<file path="src/rtl/muldiv_pkg.sv">
// Shared definitions for the iterative multiply/divide unit: op codes, FSM
// states and parameter legality check.
package muldiv_pkg;

  localparam logic MD_OP_MUL = 1'b0;
  localparam logic MD_OP_DIV = 1'b1;

  localparam int unsigned MD_RV_NARROW = 16;
  localparam int unsigned MD_RV_WIDE   = 32;
  localparam int unsigned MD_STEP_MAX  = 4;

  typedef enum logic [1:0] {
    MD_IDLE  = 2'd0,
    MD_RUN   = 2'd1,
    MD_FIXUP = 2'd2,
    MD_DONE  = 2'd3
  } md_state_e;

  // True when the width/radix pair is a supported configuration.
  function automatic bit md_params_legal(input int unsigned rv, input int unsigned step);
    return ((rv == MD_RV_NARROW) || (rv == MD_RV_WIDE)) &&
           ((step == 1) || (step == 2) || (step == MD_STEP_MAX)) &&
           ((rv % step) == 0);
  endfunction

endpackage

</file>
<file path="src/rtl/muldiv_if.sv">
// Request/response handshake bundle between the execute stage and muldiv_unit.
interface muldiv_if #(
  parameter int unsigned RV = 32
);
  logic          req_valid;
  logic          req_ready;
  logic          req_op;
  logic          req_signed;
  logic [RV-1:0] req_a;
  logic [RV-1:0] req_b;
  logic          rsp_valid;
  logic          rsp_ready;
  logic [RV-1:0] rsp_lo;
  logic [RV-1:0] rsp_hi;
  logic          rsp_div0;

  modport master (
    output req_valid, req_op, req_signed, req_a, req_b, rsp_ready,
    input  req_ready, rsp_valid, rsp_lo, rsp_hi, rsp_div0
  );

  modport slave (
    input  req_valid, req_op, req_signed, req_a, req_b, rsp_ready,
    output req_ready, rsp_valid, rsp_lo, rsp_hi, rsp_div0
  );
endinterface

</file>
<file path="src/rtl/muldiv_step.sv">
// One radix-2 step: shift-add for multiply, restoring subtract for divide.
// The accumulator is {high word, low word}; divide keeps remainder high, quotient low.
module muldiv_step
  import muldiv_pkg::*;
#(
  parameter int unsigned RV = 32
) (
  input  logic            op_i,
  input  logic [2*RV-1:0] acc_i,
  input  logic [RV-1:0]   b_i,
  input  logic            abit_i,
  output logic [2*RV-1:0] acc_o
);

  logic [2*RV:0] shifted;
  logic [RV:0]   top;
  logic [RV-1:0] diff;

  always_comb begin
    shifted = {acc_i, 1'b0};
    top     = shifted[2*RV:RV];
    diff    = top[RV-1:0] - b_i;
    acc_o   = shifted[2*RV-1:0];
    if (op_i == MD_OP_MUL) begin
      acc_o = shifted[2*RV-1:0] + (abit_i ? {RV'(0), b_i} : (2*RV)'(0));
    end else if (top >= {1'b0, b_i}) begin
      // Trial subtraction succeeds: keep the difference, shift in a 1.
      acc_o = {diff, shifted[RV-1:1], 1'b1};
    end
  end

endmodule

</file>
<file path="src/rtl/muldiv_unit.sv">
// Iterative multiply/divide unit, STEP result bits per cycle.
// Signed operation is built only when MULDIV_SIGNED_EN is defined.
module muldiv_unit
  import muldiv_pkg::*;
#(
  parameter int unsigned RV   = 32,
  parameter int unsigned STEP = 1
) (
  input  logic     clk,
  input  logic     reset,
  input  logic     abort,
  muldiv_if.slave  bus,
  output logic     busy
);

  localparam int unsigned NITER = RV / STEP;
  localparam int unsigned CW    = (NITER > 1) ? $clog2(NITER) : 1;

  if (!md_params_legal(RV, STEP)) begin : g_bad_params
    $error("muldiv_unit: unsupported RV/STEP combination");
  end

  md_state_e       state_q, state_d;
  logic [CW-1:0]   cnt_q, cnt_d;
  logic [2*RV-1:0] acc_q, acc_d;
  logic [RV-1:0]   a_q, a_d;
  logic [RV-1:0]   b_q, b_d;
  logic            op_q, op_d;
  logic            div0_q, div0_d;
  logic            fixup_q, fixup_d;
  logic            neg_lo_q, neg_lo_d;
  logic            neg_hi_q, neg_hi_d;

  logic            accept_c;
  logic            sa_c, sb_c, sgn_c;
  logic [RV-1:0]   mag_a_c, mag_b_c;
  logic [2*RV-1:0] chain_c [STEP+1];

  // Operand magnitudes and sign flags captured at accept.
`ifdef MULDIV_SIGNED_EN
  always_comb begin
    sgn_c   = bus.req_signed;
    sa_c    = bus.req_signed & bus.req_a[RV-1];
    sb_c    = bus.req_signed & bus.req_b[RV-1];
    mag_a_c = sa_c ? (RV'(0) - bus.req_a) : bus.req_a;
    mag_b_c = sb_c ? (RV'(0) - bus.req_b) : bus.req_b;
  end
`else
  logic unused_req_signed;
  assign unused_req_signed = bus.req_signed;
  assign sgn_c   = 1'b0;
  assign sa_c    = 1'b0;
  assign sb_c    = 1'b0;
  assign mag_a_c = bus.req_a;
  assign mag_b_c = bus.req_b;
`endif

  assign chain_c[0] = acc_q;

  for (genvar g = 0; g < STEP; g++) begin : g_step
    muldiv_step #(.RV(RV)) u_step (
      .op_i   (op_q),
      .acc_i  (chain_c[g]),
      .b_i    (b_q),
      .abit_i (a_q[RV-1-g]),
      .acc_o  (chain_c[g+1])
    );
  end

  assign bus.req_ready = (state_q == MD_IDLE) && !reset;
  assign accept_c      = bus.req_valid && bus.req_ready && !abort;

  always_comb begin
    state_d  = state_q;
    cnt_d    = cnt_q;
    acc_d    = acc_q;
    a_d      = a_q;
    b_d      = b_q;
    op_d     = op_q;
    div0_d   = div0_q;
    fixup_d  = fixup_q;
    neg_lo_d = neg_lo_q;
    neg_hi_d = neg_hi_q;

    case (state_q)
      MD_IDLE: begin
        if (accept_c) begin
          op_d     = bus.req_op;
          div0_d   = 1'b0;
          cnt_d    = CW'(NITER - 1);
          a_d      = mag_a_c;
          b_d      = mag_b_c;
          fixup_d  = sgn_c;
          neg_lo_d = sa_c ^ sb_c;
          neg_hi_d = (bus.req_op == MD_OP_DIV) ? sa_c : (sa_c ^ sb_c);
          if ((bus.req_op == MD_OP_DIV) && (bus.req_b == '0)) begin
            acc_d   = {bus.req_a, RV'(0)};
            div0_d  = 1'b1;
            fixup_d = 1'b0;
            state_d = MD_DONE;
          end else begin
            acc_d   = (bus.req_op == MD_OP_DIV) ? {RV'(0), mag_a_c} : (2*RV)'(0);
            state_d = MD_RUN;
          end
        end
      end
      MD_RUN: begin
        acc_d = chain_c[STEP];
        a_d   = a_q << STEP;
        if (cnt_q == '0) begin
          state_d = fixup_q ? MD_FIXUP : MD_DONE;
        end else begin
          cnt_d = cnt_q - CW'(1);
        end
      end
      MD_FIXUP: begin
        // Product negates as one 2RV value; quotient and remainder separately.
        state_d = MD_DONE;
        if (op_q == MD_OP_MUL) begin
          if (neg_lo_q) acc_d = (2*RV)'(0) - acc_q;
        end else begin
          acc_d = {neg_hi_q ? (RV'(0) - acc_q[2*RV-1:RV]) : acc_q[2*RV-1:RV],
                   neg_lo_q ? (RV'(0) - acc_q[RV-1:0])    : acc_q[RV-1:0]};
        end
      end
      MD_DONE: begin
        if (bus.rsp_ready) state_d = MD_IDLE;
      end
      default: state_d = MD_IDLE;
    endcase

    if (abort) state_d = MD_IDLE;
  end

  always_ff @(posedge clk) begin
    if (reset) begin
      state_q  <= MD_IDLE;
      cnt_q    <= '0;
      acc_q    <= '0;
      a_q      <= '0;
      b_q      <= '0;
      op_q     <= MD_OP_MUL;
      div0_q   <= 1'b0;
      fixup_q  <= 1'b0;
      neg_lo_q <= 1'b0;
      neg_hi_q <= 1'b0;
    end else begin
      state_q  <= state_d;
      cnt_q    <= cnt_d;
      acc_q    <= acc_d;
      a_q      <= a_d;
      b_q      <= b_d;
      op_q     <= op_d;
      div0_q   <= div0_d;
      fixup_q  <= fixup_d;
      neg_lo_q <= neg_lo_d;
      neg_hi_q <= neg_hi_d;
    end
  end

  assign bus.rsp_valid = (state_q == MD_DONE);
  assign bus.rsp_lo    = acc_q[RV-1:0];
  assign bus.rsp_hi    = acc_q[2*RV-1:RV];
  assign bus.rsp_div0  = div0_q;
  assign busy          = (state_q != MD_IDLE);

endmodule

</file>
<file path="src/flat_wrapper.sv">
// flat-port wrapper written by rule: the top's interface ports become plain ports
module muldiv_unit_flat import muldiv_pkg::*;
#(
  parameter int unsigned RV   = 32,
  parameter int unsigned STEP = 1
)
  (clk, reset, abort, busy, bus_req_valid, bus_req_op, bus_req_signed, bus_req_a, bus_req_b, bus_rsp_ready, bus_req_ready, bus_rsp_valid, bus_rsp_lo, bus_rsp_hi, bus_rsp_div0);
  muldiv_if #(.RV(RV)) bus_i ();
  input  logic clk;
  input  logic reset;
  input  logic abort;
  output logic busy;
  input wire logic [$bits(bus_i.req_valid)-1:0] bus_req_valid;
  input wire logic [$bits(bus_i.req_op)-1:0] bus_req_op;
  input wire logic [$bits(bus_i.req_signed)-1:0] bus_req_signed;
  input wire logic [$bits(bus_i.req_a)-1:0] bus_req_a;
  input wire logic [$bits(bus_i.req_b)-1:0] bus_req_b;
  input wire logic [$bits(bus_i.rsp_ready)-1:0] bus_rsp_ready;
  output wire logic [$bits(bus_i.req_ready)-1:0] bus_req_ready;
  output wire logic [$bits(bus_i.rsp_valid)-1:0] bus_rsp_valid;
  output wire logic [$bits(bus_i.rsp_lo)-1:0] bus_rsp_lo;
  output wire logic [$bits(bus_i.rsp_hi)-1:0] bus_rsp_hi;
  output wire logic [$bits(bus_i.rsp_div0)-1:0] bus_rsp_div0;
  assign bus_i.req_valid = bus_req_valid;
  assign bus_i.req_op = bus_req_op;
  assign bus_i.req_signed = bus_req_signed;
  assign bus_i.req_a = bus_req_a;
  assign bus_i.req_b = bus_req_b;
  assign bus_i.rsp_ready = bus_rsp_ready;
  assign bus_req_ready = bus_i.req_ready;
  assign bus_rsp_valid = bus_i.rsp_valid;
  assign bus_rsp_lo = bus_i.rsp_lo;
  assign bus_rsp_hi = bus_i.rsp_hi;
  assign bus_rsp_div0 = bus_i.rsp_div0;
  muldiv_unit #(.RV(RV), .STEP(STEP)) u_core (.clk(clk), .reset(reset), .abort(abort), .bus(bus_i), .busy(busy));
endmodule
</file>
<file path="config.mk">
export PLATFORM = sky130hd
export DESIGN_NAME = muldiv_unit_flat
export DESIGN_NICKNAME = d
export VERILOG_FILES = /design/src/rtl/muldiv_pkg.sv /design/src/rtl/muldiv_if.sv /design/src/rtl/muldiv_step.sv /design/src/rtl/muldiv_unit.sv /design/src/flat_wrapper.sv
export SDC_FILE = /design/constraint.sdc
export NUM_CORES = 1
export LEC_CHECK = 0
export BUFFER_PORTS_ARGS = -buffer_cell sky130_fd_sc_hd__buf_2
export CORE_MARGIN = 3
export CORE_UTILIZATION = 55
export CTS_CLUSTER_SIZE = 20
export DETAILED_ROUTE_END_ITERATION = 7
export PLACE_DENSITY_LB_ADDON = 0.3
export SETUP_SLACK_MARGIN = 0.1
export SYNTH_ARGS = -nofsm -noshare
export SYNTH_HDL_FRONTEND = slang
export SYNTH_SLANG_ARGS = --single-unit
</file>
<file path="constraint.sdc">
create_clock -name clk -period 3.92 [get_ports clk]
set_input_delay 1.176 -clock clk [delete_from_list [all_inputs] [get_ports clk]]
set_output_delay 1.176 -clock clk [all_outputs]
set_load 0.03 [all_outputs]
</file>
==> metrics.csv <==
metric,value,unit
grt_pass1_wl,62300,um
area_growth,15.6,%
status,finished clean,
worstSetupPathType,reg -> reg,
syn_area,11100,sq um
cts_buffers,17,
min_from,u_core.bus.rsp_div0$_SDFFE_PP0P_,
path_max_fanout,14,
total_power,5.08,mW
cts_sinks,137,
hp-class,reg -> reg,
synth_cell_type_count,87,
hold_buffers,0,
seq_area_frac_synth,0.247,
synth.area.top_cells,"dfxtp_1 25%, ha_1 7.9%, a21oi_1 5.1%, nand2_1 4.6%, o21ai_0 4.3%",
routed_wl,40200,um
die_h,148,um
drt_pass1_iterations,8,
cts-root-buf,clkbuf_16,
maxSlewHeadroom,0.238,
wl_per_cell,21.6,um
postRouteAntennaNets,0,
maxSlewViolCount,0,
ioPinCount,139,
cts_tree,yes,
drtIter0Drc,1664,
cpPeakStageDelay,0.60,ns
cp-startpoint,u_core.a_q[31]$_SDFFE_PP0P_,
antenna_cells,0,
crit_path_end_kind,register,
finalSetupViolations,0,
path_cells,buf_4 -> and2_1 -> ha_1 -> o211ai_1 -> a21oi_1 -> o31ai_1 -> nand4b_1 -> a21boi_2 -> nor3_1 -> buf_4 -> a311o_1 -> o2111ai_1 -> a21oi_1,
period_minus_slack,3.64,ns
setup_tns,0,ns
reg2reg_slack,0.28,ns
leakage,5.46,nW
drc,0,
cts_resized,0,
final.period_utilization,0.928,
async_reset_ff_frac,0,
routed_via_density,6.57,
fin_skew,0.0165,ns
grt_pass1_vias,11330,
pre_cts_slack,0.397,ns
syn_inst,1465,
initial_core_util,0.566,
setup_slack,0.282,ns
core_area,19700,sq um
grt_max_degree,70,
synth_commonest_cells,"137 x dfxtp_1, 137 x nand2_1, 118 x nor2_1",
ys_seq_elements,137,
maxCapViolations,0,
insertion_delay,0.44,ns
synth_edf_count,0,
row_count,51,
rsz0062_at_grt,false,
vias,12212,
p_per_area,395,nW/um^2
h-tree-depth,4,
grt_antenna_before_repair,0,
fmax,0.275,GHz
vdd_drop_max,0.000229,V
dp_hpwl,30400,um
synth_ff_type,dfxtp_1,
avgSynthCellArea,7.59,sq um
hold_viol,0,
n_fill_cell,1813,
cp.arrival,3.96,ns
port_buffers,137,
die_area,22000,sq um
ys_warn_count,0,
r2r-start,u_core.a_q[31]$_SDFFE_PP0P_,
synth_nets,1608,
multi_input_area,7760,sq um
final_nets,1725,
overflow,0,
track_usage,0.356,
gp_congestion,0.989,
worst_pin_slew,1.14,ns
clock_path_buffers,2,
regArea,2740,sq um
yosysTopAreaCell,dfxtp_1,
startpoint_type,register,
cp_slowest_cell,a21boi_2,
drive_above_1_share,0.164,
crit_required,4.24,ns
synth_top_area_frac,0.247,
post_cts_buffers,0,
clk_pin_slew,0.07,ns
die_x,148,um
==> area by class of cell <==
cell class,count,area share
sequential,137,0.213
clock inverter,11,0.0131
tap,265,0.0258
clock buffer,21,0.0358
timing repair buffer,194,0.0887
inverter,68,0.0199
multi-input combinational,1164,0.603
==> critical path, delay by kind of cell, from the launching register on <==
family                   cells  cell delay (ns)
AO/OA/AOI/OAI                7             1.84
AND/OR/NAND/NOR              3             0.59
flip-flops                   1             0.43
buffers and inverters        2             0.39
adder cells (fa/ha/maj)      1             0.28
==> through the flow <==
stage	hold slack (ns)	instance area, sq um	std cells	util
3_3_place_gp	0.452	12200	1828	0.622
4_1_cts	0.467	12900	1860	0.654
5_1_grt	0.490	12900	1860	0.654
2_1_floorplan	0.453	11100	1465	-
6_report	0.466	12900	1860	0.654
3_5_place_dp	0.456	12200	1828	0.622
==> flip-flops by register name (all words and copies together) (netlist names) <==
register and count:
u_core.op_q 1, u_core.a_q 32, u_core.bus.rsp_div0 1, u_core.cnt_q 5, u_core.b_q 32, u_core.state_q 2, u_core.acc_q 64
==> per-layer routing <==
metal  share of wire  up-vias  global-route usage  wire length, um
li1                -     5686                   -                -
met1            0.42     5685               0.494            16700
met2            0.44      722               0.548            17600
met3            0.11      119              0.0771             4360
met4           0.037        0               0.127             1490
met5               0        -                   0                0
==> cells by family after synthesis <==
logic type,Yosys count,synth area share
buffers and inverters,164,0.0592
adders and majority gates,72,0.0824
AOI/OAI and AO/OA,501,0.308
xor gates and xnor gates,73,0.0575
and+or+nand+nor,478,0.210
muxes,40,0.0366
DFF,137,0.247
==> cells in the final DEF, fill, tap and decap left out, drive strengths merged, types with 7 or more instances in the layout <==
cell,synthesis,final
a211oi,58,58
a21o,26,26
a21oi,117,117
a221o,14,14
a221oi,38,38
a31oi,18,18
and2,39,39
and3,22,22
buf,26,194
clkbuf,70,21
dfxtp,137,137
ha,70,70
inv,68,69
mux2i,35,35
nand2,138,138
nand2b,11,11
nand3,28,28
nand4,18,18
nor2,119,119
nor3,43,43
nor4,20,20
o211ai,7,7
o21a,13,13
o21ai,99,99
o31ai,41,41
or3,9,9
xnor2,41,41
xor2,32,32
==> where the power goes <==
group	leakage (nW)	switching (mW)	internal [mW]
combinational	4.03	1.09	0.636
clock	0.307	0.643	1.10
sequential	1.12	0.111	1.50
==> path summary, 6_finish.rpt <==
check,endpoint,depth (start not counted)
worst max-delay path,u_core.acc_q[43]$_SDFFE_PP0P_,13
worst min-delay path,u_core.bus.rsp_div0$_SDFFE_PP0P_,2
worst max register to register,u_core.acc_q[43]$_SDFFE_PP0P_,13
worst min register to register,u_core.bus.rsp_div0$_SDFFE_PP0P_,2
No activity file was read; power rests on OpenSTA's default activity.
